==> src/rtl/mem_access_pkg.sv <==
// Shared types and defaults for the 8x4 memory access controller.
// MEM_ACCESS_VERIFY_EN adds the post-write read-back check state.
package mem_access_pkg;

    localparam int ADDR_W_DEF = 3;
    localparam int DATA_W_DEF = 4;
    localparam int DEPTH_DEF  = 8;
    localparam int LEN_W_DEF  = 3;

    localparam logic CMD_RD = 1'b0;
    localparam logic CMD_WR = 1'b1;

    typedef enum logic [2:0] {
        S_IDLE    = 3'd0,
        S_WR_WAIT = 3'd1,
        S_WR_DO   = 3'd2,
`ifdef MEM_ACCESS_VERIFY_EN
        S_WR_CHK  = 3'd3,
`endif
        S_RD_ADDR = 3'd4,
        S_RD_CAP  = 3'd5,
        S_RD_HOLD = 3'd6
    } state_e;

endpackage

==> src/rtl/mem_burst_addr_gen.sv <==
// Burst address/beat counter: load start+len, step with DEPTH wrap.
// The address register doubles as the registered memory address.
module mem_burst_addr_gen
    import mem_access_pkg::*;
#(
    parameter int ADDR_WIDTH = ADDR_W_DEF,
    parameter int DEPTH      = DEPTH_DEF,
    parameter int LEN_WIDTH  = LEN_W_DEF
) (
    input  logic                  clk,
    input  logic                  rst_n,
    input  logic                  load_i,
    input  logic [ADDR_WIDTH-1:0] start_i,
    input  logic [LEN_WIDTH-1:0]  len_i,
    input  logic                  step_i,
    output logic [ADDR_WIDTH-1:0] addr_o,
    output logic                  last_o
);

    localparam logic [ADDR_WIDTH-1:0] WRAP_AT = ADDR_WIDTH'(DEPTH - 1);

    logic [ADDR_WIDTH-1:0] cur_q, cur_d;
    logic [LEN_WIDTH-1:0]  cnt_q, cnt_d;

    always_comb begin
        cur_d = cur_q;
        cnt_d = cnt_q;
        if (load_i) begin
            cur_d = start_i;
            cnt_d = len_i;
        end else if (step_i) begin
            cur_d = (cur_q == WRAP_AT) ? '0 : cur_q + ADDR_WIDTH'(1);
            cnt_d = cnt_q - LEN_WIDTH'(1);
        end
    end

    always_ff @(posedge clk or negedge rst_n) begin
        if (!rst_n) begin
            cur_q <= '0;
            cnt_q <= '0;
        end else begin
            cur_q <= cur_d;
            cnt_q <= cnt_d;
        end
    end

    assign addr_o = cur_q;
    assign last_o = (cnt_q == '0);

endmodule

==> src/rtl/mem8x4_access_ctrl.sv <==
// Burst read/write initiator for the 8x4 memory port, valid/ready on all sides.
// Define MEM_ACCESS_VERIFY_EN for read-back verification of each written word.
module mem8x4_access_ctrl
    import mem_access_pkg::*;
#(
    parameter int ADDR_WIDTH = ADDR_W_DEF,
    parameter int DATA_WIDTH = DATA_W_DEF,
    parameter int DEPTH      = DEPTH_DEF,
    parameter int LEN_WIDTH  = LEN_W_DEF
) (
    input  logic                  clk,
    input  logic                  rst_n,
    input  logic                  cmd_valid,
    output logic                  cmd_ready,
    input  logic                  cmd_write,
    input  logic [ADDR_WIDTH-1:0] cmd_addr,
    input  logic [LEN_WIDTH-1:0]  cmd_len,
    input  logic                  wr_valid,
    output logic                  wr_ready,
    input  logic [DATA_WIDTH-1:0] wr_data,
    output logic                  rd_valid,
    input  logic                  rd_ready,
    output logic [DATA_WIDTH-1:0] rd_data,
    output logic                  rd_last,
    output logic                  busy,
    output logic                  err,
    output logic [ADDR_WIDTH-1:0] mem_addr,
    output logic [DATA_WIDTH-1:0] mem_wdata,
    output logic                  mem_we,
    input  logic [DATA_WIDTH-1:0] mem_rdata
`ifdef MEM_ACCESS_VERIFY_EN
    ,
    output logic                  verify_err
`endif
);

    state_e                state_q, state_d;
    logic [DATA_WIDTH-1:0] wdata_q, wdata_d;
    logic [DATA_WIDTH-1:0] rdata_q, rdata_d;
    logic                  we_q, we_d;
    logic                  rvalid_q, rvalid_d;
    logic                  rlast_q, rlast_d;
    logic                  err_q, err_d;
    logic                  load, step;
    logic                  last_beat;
    logic                  addr_bad;
`ifdef MEM_ACCESS_VERIFY_EN
    logic                  verr_q, verr_d;
`endif

    // Extra bit keeps the range check meaningful when DEPTH == 2**ADDR_WIDTH
    assign addr_bad = ({1'b0, cmd_addr} >= (ADDR_WIDTH + 1)'(DEPTH));

    mem_burst_addr_gen #(
        .ADDR_WIDTH (ADDR_WIDTH),
        .DEPTH      (DEPTH),
        .LEN_WIDTH  (LEN_WIDTH)
    ) u_addr_gen (
        .clk     (clk),
        .rst_n   (rst_n),
        .load_i  (load),
        .start_i (cmd_addr),
        .len_i   (cmd_len),
        .step_i  (step),
        .addr_o  (mem_addr),
        .last_o  (last_beat)
    );

    always_comb begin
        state_d  = state_q;
        wdata_d  = wdata_q;
        rdata_d  = rdata_q;
        we_d     = 1'b0;
        rvalid_d = rvalid_q;
        rlast_d  = rlast_q;
        err_d    = 1'b0;
        load     = 1'b0;
        step     = 1'b0;
`ifdef MEM_ACCESS_VERIFY_EN
        verr_d   = 1'b0;
`endif
        unique case (state_q)
            S_IDLE: begin
                if (cmd_valid) begin
                    if (addr_bad) begin
                        err_d = 1'b1;
                    end else begin
                        load    = 1'b1;
                        state_d = (cmd_write == CMD_RD) ? S_RD_ADDR
                                                        : S_WR_WAIT;
                    end
                end
            end
            S_WR_WAIT: begin
                if (wr_valid) begin
                    wdata_d = wr_data;
                    we_d    = 1'b1;
                    state_d = S_WR_DO;
                end
            end
            S_WR_DO: begin
`ifdef MEM_ACCESS_VERIFY_EN
                state_d = S_WR_CHK;
`else
                step    = 1'b1;
                state_d = last_beat ? S_IDLE : S_WR_WAIT;
`endif
            end
`ifdef MEM_ACCESS_VERIFY_EN
            S_WR_CHK: begin
                verr_d  = (mem_rdata != wdata_q);
                step    = 1'b1;
                state_d = last_beat ? S_IDLE : S_WR_WAIT;
            end
`endif
            S_RD_ADDR: begin
                rdata_d  = mem_rdata;
                rvalid_d = 1'b1;
                rlast_d  = last_beat;
                state_d  = S_RD_CAP;
            end
            S_RD_CAP, S_RD_HOLD: begin
                if (rd_ready) begin
                    rvalid_d = 1'b0;
                    rlast_d  = 1'b0;
                    step     = 1'b1;
                    state_d  = last_beat ? S_IDLE : S_RD_ADDR;
                end else begin
                    state_d  = S_RD_HOLD;
                end
            end
            default: state_d = S_IDLE;
        endcase
    end

    always_ff @(posedge clk or negedge rst_n) begin
        if (!rst_n) begin
            state_q  <= S_IDLE;
            wdata_q  <= '0;
            rdata_q  <= '0;
            we_q     <= 1'b0;
            rvalid_q <= 1'b0;
            rlast_q  <= 1'b0;
            err_q    <= 1'b0;
        end else begin
            state_q  <= state_d;
            wdata_q  <= wdata_d;
            rdata_q  <= rdata_d;
            we_q     <= we_d;
            rvalid_q <= rvalid_d;
            rlast_q  <= rlast_d;
            err_q    <= err_d;
        end
    end

`ifdef MEM_ACCESS_VERIFY_EN
    always_ff @(posedge clk or negedge rst_n) begin
        if (!rst_n) verr_q <= 1'b0;
        else        verr_q <= verr_d;
    end
    assign verify_err = verr_q;
`endif

    assign cmd_ready = (state_q == S_IDLE);
    assign wr_ready  = (state_q == S_WR_WAIT);
    assign busy      = (state_q != S_IDLE);
    assign rd_valid  = rvalid_q;
    assign rd_data   = rdata_q;
    assign rd_last   = rlast_q;
    assign err       = err_q;
    assign mem_wdata = wdata_q;
    assign mem_we    = we_q;

endmodule
==> config.mk <==
export PLATFORM = sky130hd
export DESIGN_NAME = mem8x4_access_ctrl
export DESIGN_NICKNAME = d
export VERILOG_FILES = /design/src/rtl/mem_access_pkg.sv /design/src/rtl/mem_burst_addr_gen.sv /design/src/rtl/mem8x4_access_ctrl.sv
export SDC_FILE = /design/constraint.sdc
export NUM_CORES = 1
export LEC_CHECK = 0
export CAP_MARGIN = 15
export CORE_MARGIN = 3
export CORE_UTILIZATION = 40
export DETAILED_ROUTE_END_ITERATION = 12
export HOLD_SLACK_MARGIN = 0.12
export PLACE_DENSITY = 0.75
export SYNTH_ARGS = -nofsm -noshare
export SYNTH_HDL_FRONTEND = slang
export SYNTH_SLANG_ARGS = --single-unit
==> constraint.sdc <==
create_clock -name clk -period 1.5 [get_ports clk]
set_clock_uncertainty 0.1 [all_clocks]
set_input_delay 0.225 -clock clk [delete_from_list [all_inputs] [get_ports clk]]
set_output_delay 0.225 -clock clk [all_outputs]
set_load 0.02 [all_outputs]
==> Word-level counts from Yosys, hierarchy flattened <==
Index checks and enable logic that the tools add are counted.
W data, S select, Z words.
{ "word_totals": {"regBits": 20, "latch_bits": 0, "mem_bits_rw": 0, "mem_bits_ro": 0, "elab_cells": 49, "n_memories": 0} }
{ "op_classes": {"addsub": 2, "mul": 0, "div_mod_pow": 0, "order_cmp": 0, "n_eq_ne": 9, "n_shift": 0, "muxes": 21, "bitwise_logic": 0, "n_reduce_logical": 9} }
{ "op_table": {"columns": ["operator", "count"], "rows": [
  ["$mux W3", 10],
  ["$pmux W3 S5", 1],
  ["$eq A3 B3 Y1 const B", 4],
  ["$mux W1", 7],
  ["$logic_not A3 Y1", 2],
  ["$ne A2 B2 Y1 const B", 3],
  ["$pmux W1 S2", 3],
  ["$reduce_and A2 Y1", 3],
  ["$reduce_bool A2 Y1", 2],
  ["$add A3 B1 Y3 const B", 1],
  ["$eq A3 B1 Y1 const B", 1],
  ["$eq A3 B2 Y1 const B", 1],
  ["$reduce_bool A3 Y1", 1],
  ["$sub A3 B1 Y3 const B", 1],
  ["$reduce_or A2 Y1", 1]
]} }

==> Depth between registers and ports, before layout <==
Gate-level depths: netlist of run 1.
{ "logic_depth": {"ltp_word": 5, "ltp_mapped": 6, "ltp_nobuf": 6} }

==> Cells and area by module <==
A second synthesis of run 1 with hierarchy kept.
{ "hier_totals": {"cells_unflattened": 91, "area_unflattened_um2": 1057.3} }
{ "modules_own_cells": {"columns": ["module", "n_inst", "cells_per_inst", "area_each_um2"], "rows": [
  ["mem8x4_access_ctrl", 1, 55, 690.7],
  ["mem_burst_addr_gen", 1, 36, 366.6]
]} }

==> Worst setup path after synthesis of run 1 <==
OpenSTA, ideal clock, no wires.
{ "synth_path": {"path_type": "flip-flop to flip-flop", "startpoint": "register state_q[0]", "endpoint": "register state_q[2]", "arrival_ps": 1544, "t_required_ps": 1280, "slack_ps": -265, "stages_incl_launch_ff": 5, "path_buffers": 1, "cell_sequence": "dfrtp_1 -> buf_2 -> nor3_1 -> inv_2 -> o211a_1"} }
{ "synth_between": {"elab_chain_len": 3, "word_cells_on_any_way": 11, "cone_classes": "eq/ne (7); mux (1); reduce/logical (3)"} }
{ "synth_lines": {"columns": ["item", "line", "source"], "rows": [
  ["start, declared", "mem8x4_access_ctrl.sv:37", "state_e state_q, state_d;"],
  ["start signal, assigned", "mem8x4_access_ctrl.sv:146", "state_q <= state_d;"],
  ["$logic_not A3 Y1 (*)", null, null],
  ["via cmd_ready", "mem8x4_access_ctrl.sv:14", "output logic cmd_ready,"],
  ["$ne A2 B2 Y1 (no line)", null, null],
  ["$reduce_and A2 Y1 (no line)", null, null]
]} }
Mark *: on every way through the listed nets, which the timed path passes. The rest lies on a longest branch.
A chain may end at the register's enable or synchronous reset.

==> Final worst setup path of run 1 <==
{ "layout_path": {"startpoint": "register state_q[1]", "endpoint": "register u_addr_gen.cnt_q[2]"} }
{ "layout_between": {"elab_chain_len": 4, "word_cells_on_any_way": 9, "cone_classes": "eq/ne (3); mux (3); reduce/logical (3)"} }
{ "layout_lines": {"columns": ["item", "line", "source"], "rows": [
  ["$eq A3 B3 Y1", "mem8x4_access_ctrl.sv:82", "unique case (state_q)"],
  ["$reduce_or A2 Y1", "mem8x4_access_ctrl.sv:82", null],
  ["$pmux W1 S2", "mem8x4_access_ctrl.sv:82", null],
  ["$reduce_bool A2 Y1 (no line)", null, null],
  ["end signal, assigned", "mem_burst_addr_gen.sv:43", "cnt_q <= cnt_d;"],
  ["end, declared", "mem_burst_addr_gen.sv:23", "logic [LEN_WIDTH-1:0] cnt_q, cnt_d;"]
]} }
Several ways; a longest one is shown, not always the timed one.

==> impl_results.md, run 1 <==
- Root buf cell: sky130_fd_sc_hd__clkbuf_4
- Final critical-path share of the clock period: 114.0%
- Overall die area: 3383 sq um
- Syn Inst Count: 101
- Number of global-route vias before repair: 989
- Core outline area: 2522 sq um
- Sw power: 1750 uW
- Share of power burned in the clock network: 9.9%
- Max Fclk: 584.6 MHz
- Clock latency on the worst-skew pair: 0.31 ns
- Number of buffers on the longest clock path: 2
- Required time of the worst setup path: 1.60 ns
- Initial standard-cell utilization of the core: 43.15%
- FF-to-FF setup slack: -0.21 ns
- Sequential-to-total area share from yosys stat: 45.98%
- Number of nets at the end of the flow: 199
- Cell area after technology mapping: 1089 sq um
- Critical Path AT: 1.81 ns
- Antenna violations before repair: 0
- DRC errors left: 0
- Crit end category: flop
- Clk pin slew, worst setup/hold paths: 0.12 ns
- Average footprint of a synthesized cell: 10.78 sq um
- Drt first pass iters: 4
- Clock tree from TritonCTS: done
- Flop pwr share: 23.1%
- CTS buffer count: 3
- Synth cell types: 35
- Element type at the critical path start: flop
- Detail Route Antenna Nets: 0
- Share of final-layout standard cells stronger than drive strength 1: 48.28%
- Final estimated routing congestion in global placement: 0.8671
- Final WS setup: -0.2104 ns
- Vias per Instance: 5.108
- Synth Warn #: 0
- Post-synthesis sequential element count: 20
- Syn Nets: 125
- Final Hold Viols: 0
- Average routed wire per standard cell: 16.21 microns
- Setup violation total in the final timing report: 19
- Maximum capacitance violations: 0
- Die height: 58.17 microns
- Relative area change from synthesis to final layout: 79.54%
- Largest fanout on the critical path: 6
- Total chip power: 4543 uW
- Slowest library cell on the worst path: sky130_fd_sc_hd__or4b_4
- RSZ-0062 raised after global routing: true
- Startpoint-to-endpoint class of the critical path: reg -> reg
- Initial detailed-routing violation count: 13
- Final slew viol count: 0
- Slowest Stage Delay on Critical Path: 0.64 ns
- List of cells traversed by the critical path: or4b_4, nor2_2, a31oi_1, o22a_1
- Number of clock sinks seen by CTS: 20
- Biggest area contributors in the synthesized netlist: sky130_fd_sc_hd__dfrtp_1, sky130_fd_sc_hd__mux2_4, sky130_fd_sc_hd__ha_1
- Count of buffers inserted at the top-level ports: 36
- Total global routing overflow: 0
- Share of total power consumed by net switching: 38.52%
- Result of the run: finished with violations
- Standby leakage power: 0.0009543 uW
- Peak supply drop: 0.001832 V
- Pin count of the biggest net entering global routing: 21
- Wire length of the first global-routing pass: 4719 microns
- Drt total wl: 3306 microns
- Library cell occupying the most area in the post-synthesis netlist: sky130_fd_sc_hd__dfrtp_1
- Cell Int Power: 2793 uW
- Final worst path period need: 1.710 ns
- Portion of synthesized cell area occupied by the leading cell type: 45.98%
- Detailed placer's ending HPWL: 1843 microns
- Number of vias after detailed routing: 1042
- Number of levels the H-tree was split into: 1
- Cts hold-fix bufs: 0
- Gate power share: 67.0%
- Power density over cell area: 2325 nW/um^2
- Violated checks: setup timing
- Diode count: 0
- Die width: 58.17 microns
- Total negative slack: -2.230 ns
- HP Class: in -> async
- Global-route usage over all layers: 18.25%
- Number of placement rows: 18
- # IOs: 38
-- power by group through the flow --
stage               registers, uW  clock network [uW]  logic (uW)
CTS                          1040                 451        2680
detailed placement           1030                   0        2230
finish                       1050                 448        3040
global placement             1010                   0        2180
floorplan                    1200                   0        1150
global route                 1100                 474        3250
-- path summary, 6_finish.rpt --
check,start,end,depth (start not counted)
min in group clk,mem_wdata[3],mem_wdata[3],1
hold reg to reg,mem_wdata[3],mem_wdata[3],1
setup reg to reg,state_q[1],u_addr_gen.cnt_q[2],4
hold / removal,rst_n,rd_data[2],2
setup / recovery,state_q[1],u_addr_gen.cnt_q[2],4
max in group asynchronous,rst_n,state_q[1],2
-- what timing repair did --
item,in CTS,in global routing
gates cloned,1,0
setup buffers,12,8
gates resized for setup,58,14
pin swaps,10,8
endpoints found under the setup margin,32,19
-- layer usage --
metal | wire length (microns) | global-route usage (%)
met1 | 1334 | 23.02
met2 | 1797 | 32.26
met3 | 120 | 2.673
met4 | 54 | 5.298
met5 | 0 | 0
-- cell usage in the layout, fill, tap and decap left out, types with 2 or more instances in the layout --
cell and n:
sky130_fd_sc_hd__dfrtp_2 3, sky130_fd_sc_hd__clkbuf_4 3, sky130_fd_sc_hd__a211oi_2 3, sky130_fd_sc_hd__clkdlybuf4s50_1 19
sky130_fd_sc_hd__mux2_4 7, sky130_fd_sc_hd__nor2_4 4, sky130_fd_sc_hd__nand2_1 6, sky130_fd_sc_hd__o21ai_2 2
sky130_fd_sc_hd__mux2i_1 3, sky130_fd_sc_hd__or4b_4 2, sky130_fd_sc_hd__nand2b_4 2, sky130_fd_sc_hd__nor2_1 2
sky130_fd_sc_hd__or3_4 2, sky130_fd_sc_hd__dfrtp_1 17, sky130_fd_sc_hd__dlygate4sd2_1 14, sky130_fd_sc_hd__buf_6 10
sky130_fd_sc_hd__buf_12 2, sky130_fd_sc_hd__inv_1 3, sky130_fd_sc_hd__a21oi_1 4, sky130_fd_sc_hd__ha_1 3
sky130_fd_sc_hd__buf_4 31, sky130_fd_sc_hd__inv_2 4, sky130_fd_sc_hd__o21ai_1 5
-- cell usage after synthesis --
master and n:
sky130_fd_sc_hd__a211oi_2 3, sky130_fd_sc_hd__a21o_1 1, sky130_fd_sc_hd__a21oi_1 4, sky130_fd_sc_hd__a31o_2 1, sky130_fd_sc_hd__a31oi_1 1, sky130_fd_sc_hd__and2_1 1, sky130_fd_sc_hd__and3b_1 1, sky130_fd_sc_hd__and4b_1 1
sky130_fd_sc_hd__buf_2 3, sky130_fd_sc_hd__buf_4 4, sky130_fd_sc_hd__buf_6 1, sky130_fd_sc_hd__conb_1 1, sky130_fd_sc_hd__dfrtp_1 20, sky130_fd_sc_hd__ha_1 4, sky130_fd_sc_hd__inv_1 5, sky130_fd_sc_hd__inv_2 2
sky130_fd_sc_hd__maj3_1 2, sky130_fd_sc_hd__mux2_1 4, sky130_fd_sc_hd__mux2_4 4, sky130_fd_sc_hd__mux2i_1 3, sky130_fd_sc_hd__nand2_1 7, sky130_fd_sc_hd__nand2b_1 3, sky130_fd_sc_hd__nand3_1 1, sky130_fd_sc_hd__nor2_1 6
sky130_fd_sc_hd__nor2_2 1, sky130_fd_sc_hd__nor2b_1 1, sky130_fd_sc_hd__nor3_1 1, sky130_fd_sc_hd__nor3b_1 1, sky130_fd_sc_hd__o211a_1 1, sky130_fd_sc_hd__o21ai_0 2, sky130_fd_sc_hd__o21ai_1 6, sky130_fd_sc_hd__o22a_1 1
sky130_fd_sc_hd__o32ai_1 1, sky130_fd_sc_hd__or3_1 2, sky130_fd_sc_hd__or4b_4 1
-- worst max-delay path: cells and delay by family (launching register included) --
kind / cells / cell delay (ns)
and+or+nand+nor: 2 / 0.76
AOI/OAI and AO/OA: 2 / 0.27
DFF: 1 / 0.48
-- final cells by class --
| class | count | area, sq um |
|---|---|---|
| Fill cell | 157 | 568.0 |
| Timing Repair Buffer | 76 | 698.2 |
| Clock buffer | 3 | 22.52 |
| Tap cell | 30 | 37.54 |
| Sequential cell | 20 | 504.2 |
| Inverter | 7 | 26.28 |
| Clock inverter | 1 | 30.03 |
| Multi-Input combinational cell | 67 | 635.6 |
-- per-stage QoR --
| step | hold slack [ns] | setup slack (ns) | util, % | cells | cell area, sq um |
|---|---|---|---|---|---|
| 2_1_floorplan | -0.1706 | -0.05947 | - | 101 | 1107 |
| 3_5_place_dp | 0.3751 | -0.3942 | 63.14 | 179 | 1593 |
| 3_3_place_gp | 0.3604 | -0.3560 | 63.14 | 179 | 1593 |
| 6_report | 0.1483 | -0.2104 | 77.48 | 204 | 1954 |
| 4_1_cts | 0.1507 | -0.1541 | 72.97 | 196 | 1841 |
| 5_1_grt | 0.1509 | -0.2616 | 77.48 | 204 | 1954 |
-- logic make-up after synthesis --
logic type / share of synthesized area [%]
simple gates: 13.68
compound gates: 13.56
flops: 45.98
buf+inv: 7.586
mux: 12.41
fa+ha+maj: 6.437
other cells: 0.3445
-- registers in the layout, summed over array words and instances (netlist names) --
| register | cells |
|---|---|
| state_q | 3 |
| rd_data | 4 |
| mem_we | 1 |
| u_addr_gen.addr_o | 3 |
| u_addr_gen.cnt_q | 3 |
| rd_last | 1 |
| mem_wdata | 4 |
| rd_valid | 1 |
Note: power is estimated with default switching activity, not from simulation.
==> run 2: changes to the inputs <==
- CORE_UTILIZATION: 40 -> 55
- DONT_BUFFER_PORTS: not set -> 1
- PLACE_DENSITY: 0.75 -> 0.73
==> impl_results.md, run 2 (synthesis results as in run 1) <==
- Share of final-layout standard cells stronger than drive strength 1: 43.06%
- Leading cell types in the layout, fill and taps excluded: sky130_fd_sc_hd__buf_4, sky130_fd_sc_hd__dlygate4sd3_1, sky130_fd_sc_hd__dfrtp_1
- Start point of the worst hold path: cmd_len[2]
- RSZ-0062 raised after global routing: true
- Final Hold Viols: 0
- Actual transition at the worst max-transition pin: 0.9043 ns
- # IOs: 38
- Smallest hold slack: 0.1500 ns
- Count of buffers inserted at the top-level ports: 0
- Startpoint-to-endpoint class of the critical path: reg -> reg
- DRC errors left: 0
- Drt first pass iters: 5
- Detail Route Antenna Nets: 0
- Root buf cell: sky130_fd_sc_hd__clkbuf_4
- Number of levels the H-tree was split into: 1
- List of cells traversed by the critical path: or4b_4, nor2_1, a211oi_2, a21o_1
- Detailed placer's ending HPWL: 1704 microns
- Initial standard-cell utilization of the core: 60.42%
- Result of the run: finished with violations
- Hold Crit Endpoint: u_addr_gen.cnt_q[2]
- Placed inst area: 1226 sq um
- Final WS setup: -0.2086 ns
- Required time of the worst setup path: 1.62 ns
- Die height: 50.49 microns
- Largest fanout on the critical path: 6
- Drt total wl: 3882 microns
- Pin count of the biggest net entering global routing: 21
- Util after Layout: 87.85%
- Fillers: 86
- Initial detailed-routing violation count: 71
- Number of vias after detailed routing: 1073
- Clock tree from TritonCTS: done
- Final cell area excluding filler cells: 1583 sq um
- Number of placement rows: 15
- Violated checks: setup timing
- CTS buffer count: 3
- Standby leakage power: 0.0007660 uW
- Crit end category: flop
- Setup violation total in the final timing report: 20
- Relative area change from synthesis to final layout: 45.40%
- HP Class: in -> reg
- Slew headroom: 39.51%
- Final critical-path share of the clock period: 113.9%
- Number of clock sinks seen by CTS: 20
- Slowest Stage Delay on Critical Path: 0.63 ns
- Worst r2r src: state_q[2]
- Vias per Instance: 6.349
- Average routed wire per standard cell: 22.97 microns
- FF-to-FF setup slack: -0.21 ns
- Logic depth of the worst register-to-register path: 4
- Final slew viol count: 0
- Element type at the critical path start: flop
- Diode count: 0
- Number of nets at the end of the flow: 170
- Number of buffers on the longest clock path: 2
- Power density over cell area: 2462 nW/um^2
- Number of global-route vias before repair: 1018
- Wire length of the first global-routing pass: 5071 microns
- Peak supply drop: 0.001595 V
- Reg area: 504.2 sq um
- Critical Path AT: 1.83 ns
- Antenna violations before repair: 0
- Global-route usage over all layers: 27.45%
- Clock latency on the worst-skew pair: 0.31 ns
- Slowest library cell on the worst path: sky130_fd_sc_hd__or4b_4
- Final worst path period need: 1.709 ns
- Die width: 50.49 microns
- Total global routing overflow: 0
- Max Fclk: 585.3 MHz
- Maximum capacitance violations: 0
- Hold-critical path depth: 3
- Endpoint of the lowest-slack register-to-register path: u_addr_gen.cnt_q[1]
- Final estimated routing congestion in global placement: 0.9030
- Most common library cell in the layout ignoring fill and taps: sky130_fd_sc_hd__buf_4
- Cell family with most CP delay: simple AND/OR/NAND/NOR gates
- Core outline area: 1802 sq um
- Overall die area: 2549 sq um
- Number of buffers and inverters on the critical path: 0
- Clk pin slew, worst setup/hold paths: 0.13 ns
- Multi-input combinational cell area: 585.6 sq um
- Worst slack, placed: -0.1097 ns
-- run 2: cell types whose count changed in the layout (fill, tap and decap cells not counted), moves of 2 or more --
cell                              change
sky130_fd_sc_hd__buf_6                -4
sky130_fd_sc_hd__or3_1                +2
sky130_fd_sc_hd__dlygate4sd2_1       -14
sky130_fd_sc_hd__dlygate4sd3_1       +17
sky130_fd_sc_hd__buf_4                -9
sky130_fd_sc_hd__nor2_4               -2
sky130_fd_sc_hd__buf_12               -2
sky130_fd_sc_hd__clkdlybuf4s50_1     -19
sky130_fd_sc_hd__nor2_1               +3
sky130_fd_sc_hd__or3_4                -2
-- run 2: stage by stage --
step	TNS, ns	std cells	total power [uW]
finish	-2.259	169	3896
global route	-2.819	169	4073
CTS	-1.428	164	3389
detailed placement	-0.7337	138	2873
global placement	-0.3521	138	2803
floorplan	-0.4944	101	2349
-- run 2: worst max path at each step --
stage | cells past startpoint | endpoint | from
2_1_floorplan | 5 | u_addr_gen.cnt_q[2] | state_q[2]
3_3_place_gp | 4 | u_addr_gen.cnt_q[1] | state_q[0]
3_5_place_dp | 4 | u_addr_gen.cnt_q[2] | state_q[0]
4_1_cts | 4 | u_addr_gen.cnt_q[2] | state_q[0]
5_1_grt | 4 | u_addr_gen.cnt_q[1] | state_q[2]
6_report | 4 | u_addr_gen.cnt_q[1] | state_q[2]
-- run 2: layer usage --
| metal | up-vias | track usage, % | wire [microns] |
|---|---|---|---|
| met1 | 509 | 31.79 | 1393 |
| met4 | 0 | 9.865 | 177 |
| met5 | - | 0 | 0 |
| met3 | 25 | 9.199 | 422 |
| met2 | 101 | 46.96 | 1888 |
| li1 | 438 | - | - |
-- run 2: worst min-delay path, stage by stage --
cell and delay (ns):
sky130_fd_sc_hd__nor2_4 0.08, sky130_fd_sc_hd__a31oi_1 0.05, sky130_fd_sc_hd__o22a_1 0.19
-- run 2: power by group --
| part | total [uW] | internal, uW | leakage (uW) | switching (uW) |
|---|---|---|---|---|
| sequential | 1300 | 816 | 0.000238 | 483 |
| clock | 273 | 93.8 | 0.0000138 | 179 |
| combinational | 2320 | 1230 | 0.000514 | 1100 |
-- run 2: layout make-up --
| cell class | instances | share of cell area, % |
|---|---|---|
| flip-flops and latches | 20 | 31.86 |
| well taps | 25 | 1.976 |
| inverters | 7 | 1.660 |
| clock buffers | 3 | 1.423 |
| multi-input cells | 67 | 37.00 |
| repair buffers | 47 | 26.09 |
-- run 2: what timing repair did --
action	CTS	global route
hold endpoints to repair	37	0
hold buffers	17	0
pin swaps	3	5
gates cloned	1	1
resized for setup	11	17
setup buffers	5	4
setup endpoints to repair	18	20
